==> src/rtl/csa_pkg.sv <==
// Shared constants and helpers for the carry-select adder.
// Optional input register stage is enabled with macro CSA_INPUT_REG_EN.
package csa_pkg;

    localparam int unsigned CSA_DEFAULT_WIDTH      = 8;
    localparam int unsigned CSA_DEFAULT_BLOCK_SIZE = 4;

    // Number of carry-select blocks; the last one is narrower when width is not a multiple.
    function automatic int unsigned csa_num_blocks(input int unsigned width,
                                                   input int unsigned block_size);
        return (width + block_size - 1) / block_size;
    endfunction

endpackage

==> src/rtl/simple_carry_adder.sv <==
// Purely combinational ripple-carry adder used as one carry-select block.
// Sub-module of carry_select_adder (see CSA_INPUT_REG_EN in the top).
module simple_carry_adder #(
    parameter int unsigned WIDTH = 4
) (
    input  logic [WIDTH-1:0] a,
    input  logic [WIDTH-1:0] b,
    input  logic             cin,
    output logic [WIDTH-1:0] sum,
    output logic             cout
);

    logic [WIDTH:0] carry;

    always_comb begin
        carry    = '0;
        sum      = '0;
        carry[0] = cin;
        for (int unsigned i = 0; i < WIDTH; i++) begin
            sum[i]       = a[i] ^ b[i] ^ carry[i];
            carry[i + 1] = (a[i] & b[i]) | (carry[i] & (a[i] ^ b[i]));
        end
        cout = carry[WIDTH];
    end

endmodule

==> src/rtl/carry_select_adder.sv <==
// Registered carry-select adder: ripple block 0, dual-ripple + mux for higher blocks.
// Define CSA_INPUT_REG_EN to add an input register stage (2-cycle latency).
module carry_select_adder
    import csa_pkg::*;
#(
    parameter int unsigned WIDTH      = CSA_DEFAULT_WIDTH,
    parameter int unsigned BLOCK_SIZE = CSA_DEFAULT_BLOCK_SIZE
) (
    input  logic             clk,
    input  logic             rst_n,
    input  logic             in_valid,
    input  logic [WIDTH-1:0] a,
    input  logic [WIDTH-1:0] b,
    input  logic             cin,
    output logic [WIDTH-1:0] sum,
    output logic             cout,
    output logic             out_valid
);

    localparam int unsigned NUM_BLOCKS = csa_num_blocks(WIDTH, BLOCK_SIZE);

    logic [WIDTH-1:0] add_a;
    logic [WIDTH-1:0] add_b;
    logic             add_cin;
    logic             add_valid;

`ifdef CSA_INPUT_REG_EN
    logic [WIDTH-1:0] a_d, a_q;
    logic [WIDTH-1:0] b_d, b_q;
    logic             cin_d, cin_q;
    logic             in_valid_d, in_valid_q;

    always_comb begin
        a_d        = a;
        b_d        = b;
        cin_d      = cin;
        in_valid_d = in_valid;
    end

    always_ff @(posedge clk or negedge rst_n) begin
        if (!rst_n) begin
            a_q        <= '0;
            b_q        <= '0;
            cin_q      <= 1'b0;
            in_valid_q <= 1'b0;
        end else begin
            a_q        <= a_d;
            b_q        <= b_d;
            cin_q      <= cin_d;
            in_valid_q <= in_valid_d;
        end
    end

    assign add_a     = a_q;
    assign add_b     = b_q;
    assign add_cin   = cin_q;
    assign add_valid = in_valid_q;
`else
    assign add_a     = a;
    assign add_b     = b;
    assign add_cin   = cin;
    assign add_valid = in_valid;
`endif

    logic [WIDTH-1:0] sel_sum;
    logic             add_cout;

    // Each block keeps its own carry_out scalar so the chain is not one self-dependent vector.
    for (genvar k = 0; k < NUM_BLOCKS; k++) begin : g_blk
        localparam int unsigned LO = k * BLOCK_SIZE;
        localparam int unsigned BW = ((WIDTH - LO) < BLOCK_SIZE) ? (WIDTH - LO) : BLOCK_SIZE;

        logic carry_out;

        if (k == 0) begin : g_first
            simple_carry_adder #(.WIDTH(BW)) u_add (
                .a    (add_a[LO +: BW]),
                .b    (add_b[LO +: BW]),
                .cin  (add_cin),
                .sum  (sel_sum[LO +: BW]),
                .cout (carry_out)
            );
        end else begin : g_sel
            logic          carry_in;
            logic [BW-1:0] sum0;
            logic [BW-1:0] sum1;
            logic          cout0;
            logic          cout1;

            assign carry_in = g_blk[k-1].carry_out;

            simple_carry_adder #(.WIDTH(BW)) u_add0 (
                .a    (add_a[LO +: BW]),
                .b    (add_b[LO +: BW]),
                .cin  (1'b0),
                .sum  (sum0),
                .cout (cout0)
            );

            simple_carry_adder #(.WIDTH(BW)) u_add1 (
                .a    (add_a[LO +: BW]),
                .b    (add_b[LO +: BW]),
                .cin  (1'b1),
                .sum  (sum1),
                .cout (cout1)
            );

            assign sel_sum[LO +: BW] = carry_in ? sum1 : sum0;
            assign carry_out         = carry_in ? cout1 : cout0;
        end

        if (k == NUM_BLOCKS - 1) begin : g_last
            assign add_cout = carry_out;
        end
    end

    logic [WIDTH-1:0] sum_d, sum_q;
    logic             cout_d, cout_q;
    logic             out_valid_d, out_valid_q;

    always_comb begin
        sum_d       = sum_q;
        cout_d      = cout_q;
        out_valid_d = add_valid;
        if (add_valid) begin
            sum_d  = sel_sum;
            cout_d = add_cout;
        end
    end

    always_ff @(posedge clk or negedge rst_n) begin
        if (!rst_n) begin
            sum_q       <= '0;
            cout_q      <= 1'b0;
            out_valid_q <= 1'b0;
        end else begin
            sum_q       <= sum_d;
            cout_q      <= cout_d;
            out_valid_q <= out_valid_d;
        end
    end

    assign sum       = sum_q;
    assign cout      = cout_q;
    assign out_valid = out_valid_q;

endmodule

==> config.mk <==
export PLATFORM = sky130hd
export DESIGN_NAME = carry_select_adder
export DESIGN_NICKNAME = d
export VERILOG_FILES = /design/src/rtl/csa_pkg.sv /design/src/rtl/simple_carry_adder.sv /design/src/rtl/carry_select_adder.sv
export SDC_FILE = /design/constraint.sdc
export NUM_CORES = 1
export LEC_CHECK = 0
export ABC_AREA = 1
export CAP_MARGIN = 20
export CELL_PAD_IN_SITES_DETAIL_PLACEMENT = 1
export CELL_PAD_IN_SITES_GLOBAL_PLACEMENT = 1
export CORE_MARGIN = 2
export CORE_UTILIZATION = 30
export CTS_CLUSTER_DIAMETER = 60
export DETAILED_ROUTE_END_ITERATION = 7
export PLACE_DENSITY_LB_ADDON = 0.05
export SLEW_MARGIN = 20
export SYNTH_ARGS = -nofsm -noshare
export SYNTH_HDL_FRONTEND = slang
export SYNTH_HIERARCHICAL = 1
export SYNTH_SLANG_ARGS = --single-unit
==> constraint.sdc <==
create_clock -name clk -period 0.8 [get_ports clk]
set_clock_uncertainty 0.05 [all_clocks]
set_input_delay 0.08 -clock clk [delete_from_list [all_inputs] [get_ports clk]]
set_output_delay 0.08 -clock clk [all_outputs]
set_load 0.05 [all_outputs]
# Word level (Yosys, flattened, before mapping)

Cells that the tools add are included.

Add/sub/neg operators: 0
Multipliers: 0
Divide/modulo/power cells: 0
Order comparisons: 0
Equality and inequality tests: 0
Shift-type cells: 0
Mux-type cells: 2
Bitwise gates (word level): 48
Reductions and logical operators: 0

Operators with widths:

| operator         | count |
|---|---|
| AND 1 bit        | 18 |
| XOR 1 bit        | 18 |
| bitwise OR 1 bit | 11 |
| 2-to-1 mux 4 bit | 1 |
| 2-to-1 mux 1 bit | 1 |
| inverter 1 bit   | 1 |

Register bits: 10
Latch bits: 0
Memory bits (writable): 0
Bits in read-only memories: 0
Output and inout bits: 10
Word-level logic and storage cells: 53
Memories: 0

# Longest topological paths before layout

Depth in word-level cells: 10
Depth in mapped cells: 12
Depth with buffers taken out: 12

# Hierarchy

The synthesis kept the hierarchy.

Modules (own cells, without submodules):

| module             | times used | cells an instance | area an instance (um2) |
|---|---|---|---|
| carry_select_adder | 1          | 62                | 461.7 |
| simple_carry_adder | 3          | 14                | 117.6 |

# Worst setup path before layout

No wires, ideal clock.

Path type: input to register
From: in a[4]
To: reg sum_q[7], in the netlist sum[7]
Arrival: 1.771 ns
Slack: -1.087 ns
Stages on the path: 12
Cell sequence: fa_1 -> inv_1 -> fa_1 -> inv_1 -> fa_1 -> inv_1 -> fa_1 -> inv_1 -> inv_1 -> nand2_1 -> nand3_1 -> nand2_1

Word-level cells in the longest chain between the ends: 8

Ends and longest elaborated chain:

| element                                | line                      | source |
|---|---|---|
| from (decl)                            | carry_select_adder.sv:12  | `input logic [WIDTH-1:0] a,` |
| AND 1 bit or XOR 1 bit (tied branches) | simple_carry_adder.sv:21  | `carry[i + 1] = (a[i] & b[i]) \| (carry[i] & (a[i] ^ b[i]));` |
| bitwise OR 1 bit *                     | simple_carry_adder.sv:21  |  |
| AND 1 bit *                            | simple_carry_adder.sv:21  |  |
| bitwise OR 1 bit *                     | simple_carry_adder.sv:21  |  |
| AND 1 bit *                            | simple_carry_adder.sv:21  |  |
| bitwise OR 1 bit *                     | simple_carry_adder.sv:21  |  |
| XOR 1 bit *                            | simple_carry_adder.sv:20  | `sum[i] = a[i] ^ b[i] ^ carry[i];` |
| net g_blk[1].g_sel.sum1[3]             | carry_select_adder.sv:86  | `logic [BW-1:0] sum1;` |
| 2-to-1 mux 4 bit *                     | carry_select_adder.sv:108 | `assign sel_sum[LO +: BW] = carry_in ? sum1 : sum0;` |
| to (signal assigned)                   | carry_select_adder.sv:137 | `sum_q <= sum_d;` |
| to (decl)                              | carry_select_adder.sv:117 | `logic [WIDTH-1:0] sum_d, sum_q;` |

Mark *: on every way through the listed nets, which the timed path passes. The rest lies on a longest branch.
A chain may end at the register's enable or synchronous reset.

# Final worst setup path

From: in b[4]
To: reg sum_q[7], in the netlist sum[7]

Word-level cells in the longest chain between the ends: 8

Ends and longest elaborated chain:

| element                                | line                      | source |
|---|---|---|
| from (decl)                            | carry_select_adder.sv:13  | `input logic [WIDTH-1:0] b,` |
| AND 1 bit or XOR 1 bit (tied branches) | simple_carry_adder.sv:21  |  |
| bitwise OR 1 bit *                     | simple_carry_adder.sv:21  |  |
| AND 1 bit *                            | simple_carry_adder.sv:21  |  |
| bitwise OR 1 bit *                     | simple_carry_adder.sv:21  |  |
| AND 1 bit *                            | simple_carry_adder.sv:21  |  |
| bitwise OR 1 bit *                     | simple_carry_adder.sv:21  |  |
| XOR 1 bit *                            | simple_carry_adder.sv:20  |  |
| net g_blk[1].g_sel.sum1[3]             | carry_select_adder.sv:86  |  |
| 2-to-1 mux 4 bit *                     | carry_select_adder.sv:108 |  |

Marks and branches as above.

==> impl_metrics.env <==
export IMPL_cp_arrival_ns=1.88
export IMPL_dpl_hpwl_um=1520
export IMPL_gr_total_overflow=0
export IMPL_hold_buffers=0
export IMPL_grt_pass1_vias=803
export IMPL_yosys_top_cells_area="dfrtp_1 (31%), fa_1 (29%), inv_1 (18%)"
export IMPL_slew_violations=0
export IMPL_clockRootBuffer="clkbuf_4"
export IMPL_max_cap_viol_count=0
export IMPL_clock_path_buffers=2
export IMPL_syn_num_nets=136
export IMPL_grt_pass1_wl_um=3280
export IMPL_antenna_found_initial=0
export IMPL_path_clk_slew_ns=0.07
export IMPL_final_common_cell="nand2_1"
export IMPL_syn_avg_cell_area_um2=7.83
export IMPL_ys_seq_area_share_pct=30.7
export IMPL_drtIter0Drc=8
export IMPL_netlist_area_um2=815
export IMPL_dieArea_mm2=0.00315
export IMPL_pin_count=30
export IMPL_core_mm2=0.00252
export IMPL_clock_sinks=10
export IMPL_grt_use_total_pct=13.4
export IMPL_status="finished with violations"
export IMPL_totalWireLength_um=1800
export IMPL_hold_viol=0
export IMPL_cp_required_ns=0.96
export IMPL_fillers=309
export IMPL_diodes=0
export IMPL_fmax_mhz=585
export IMPL_chipWidth_um=56.1
export IMPL_synth_top_cell_area_share_pct=30.7
export IMPL_synth_area_leader_cell="dfrtp_1"
export IMPL_power_w=0.00227
export IMPL_whs_ns=0.0757
export IMPL_syn_inst=104
export IMPL_grt_max_degree=11
export IMPL_mostFrequentLayoutCells="nand2_1 (29), inv_1 (25), inv_2 (15)"
export IMPL_gp_congestion=0.655
export IMPL_drc=0
export IMPL_critPathLaunchType="input port"
export IMPL_min_period_ns=1.71
export IMPL_first_pass_iters=4
export IMPL_routed_via_density=4.14
export IMPL_cts_tree="done"
export IMPL_cp_slowest_cell="fa_1"
export IMPL_ant_nets=0
export IMPL_violations="setup timing"
export IMPL_die_y_um=56.1
export IMPL_critPathMaxStageDelay_ns=0.40
export IMPL_crit_chain="buf_8 -> fa_2 -> inv_2 -> fa_2 -> inv_2 -> fa_2 -> inv_2 -> fa_1 -> inv_1 -> inv_1 -> nand2_1 -> nand3_1 -> nand2_1"
export IMPL_pre_cts_ws_ns=-1.68
export IMPL_cts_made_buffers=3
export IMPL_power_leakage_nw=0.730
export IMPL_yosys_warnings=6
export IMPL_rsz0062_at_grt="true"
export IMPL_drive_gt1_share_pct=38.3
export IMPL_worst_setup_path_type="in -> reg"
export IMPL_nets=174
export IMPL_clock_latency_ns=0.26
export IMPL_crit_fanout=2
export IMPL_finalWorstSetupSlack_ns=-0.911
export IMPL_num_rows=18
export IMPL_portBuffers=29
export IMPL_cp_end_kind="flip-flop"
export IMPL_initial_utilization_pct=32.3
export IMPL_finalSetupViolCount=18
export IMPL_min_path_type="in -> async"
export IMPL_ys_seq_elements=10
export IMPL_synth_distinct_cells=8
export IMPL_vias=708
export IMPL_finalCritPeriodShare_pct=214
export IMPL_p_per_area_mw_per_mm2=1710
export IMPL_tns_ns=-7.34
export IMPL_syn2layout_area_growth_pct=62.8
export IMPL_final_util_pct=52.6
export IMPL_htree_num_levels=1
export IMPL_ir_drop_mv=1.39
export IMPL_wl_per_cell_um=10.5
==> Yosys cell counts <==
| master | instances |
|---|---|
| nand2_1 | 32 |
| fa_1 | 12 |
| dfrtp_1 | 10 |
| nand3_1 | 5 |
| inv_2 | 2 |
| conb_1 | 2 |
| clkbuf_8 | 1 |
| inv_1 | 40 |
==> per-stage QoR <==
stage / instance area [µm²] / cells
after CTS: 1310 / 170
final: 1330 / 171
after global routing: 1330 / 171
after global placement: 1270 / 164
after detailed placement: 1270 / 164
after floorplan: 841 / 104
==> registers in the layout, summed over array words and instances (netlist names) <==
signal and count:
sum 8, cout 1, out_valid 1
==> cell type report <==
class	instances	area [µm²]	area share (%)
clock buffer	4	26.3	1.98
inverter	42	165	12.5
multi-input combinational	51	425	32.1
sequential	10	251	19.0
tap	30	37.5	2.83
timing repair buffer	34	420	31.7
==> path summary, 6_finish.rpt <==
check	cells past startpoint	slack [ns]	start	endpoint
min reg2reg	2	0.48	sum[0]$_DFFE_PN0P_	sum[0]$_DFFE_PN0P_
max reg2reg	3	-0.02	sum[5]$_DFFE_PN0P_	sum[5]$_DFFE_PN0P_
max	13	-0.91	b[4]	sum[7]$_DFFE_PN0P_
min in group clk	4	0.16	cin	sum[0]$_DFFE_PN0P_
min	2	0.08	rst_n	sum[0]$_DFFE_PN0P_
max in group asynchronous	2	0.47	rst_n	cout$_DFFE_PN0P_
==> cell families after synthesis <==
family / count (synthesis) / share of synthesized area (%)
buffers and inverters: 43 / 21.0
and+or+nand+nor: 37 / 17.8
adders and majority gates: 12 / 29.5
DFF: 10 / 30.7
other: 2 / 0.922
==> worst max-delay path, delay by kind of cell <==
| kind | cells | cell delay, ns |
|---|---|---|
| adders and majority gates | 4 | 1.25 |
| buffers and inverters | 6 | 0.37 |
| and+or+nand+nor | 3 | 0.17 |
==> where the power goes <==
group | switching [W] | total, W | internal (W)
logic | 0.000619 | 0.00121 | 0.000590
registers | 0.0000938 | 0.000684 | 0.000590
clock network | 0.000182 | 0.000375 | 0.000193
total | 0.000895 | 0.00227 | 0.00137
==> what timing repair did <==
item | 4_1_cts | 5_1_grt
pin swaps | 18 | 5
resized for setup | 36 | 5
setup endpoints to repair | 19 | 18
setup buffers | 2 | 1
gates cloned | 0 | 0
==> metal layers <==
| metal | wire, µm | vias to the layer above | global-route usage [%] |
|---|---|---|---|
| met3 | 111 | 2 | 4.65 |
| li1 | - | 346 | - |
| met4 | 21 | 0 | 3.06 |
| met2 | 971 | 22 | 25.4 |
| met1 | 691 | 338 | 14.1 |
| met5 | 0 | - | 0 |
No activity file was read; power rests on OpenSTA's default activity.
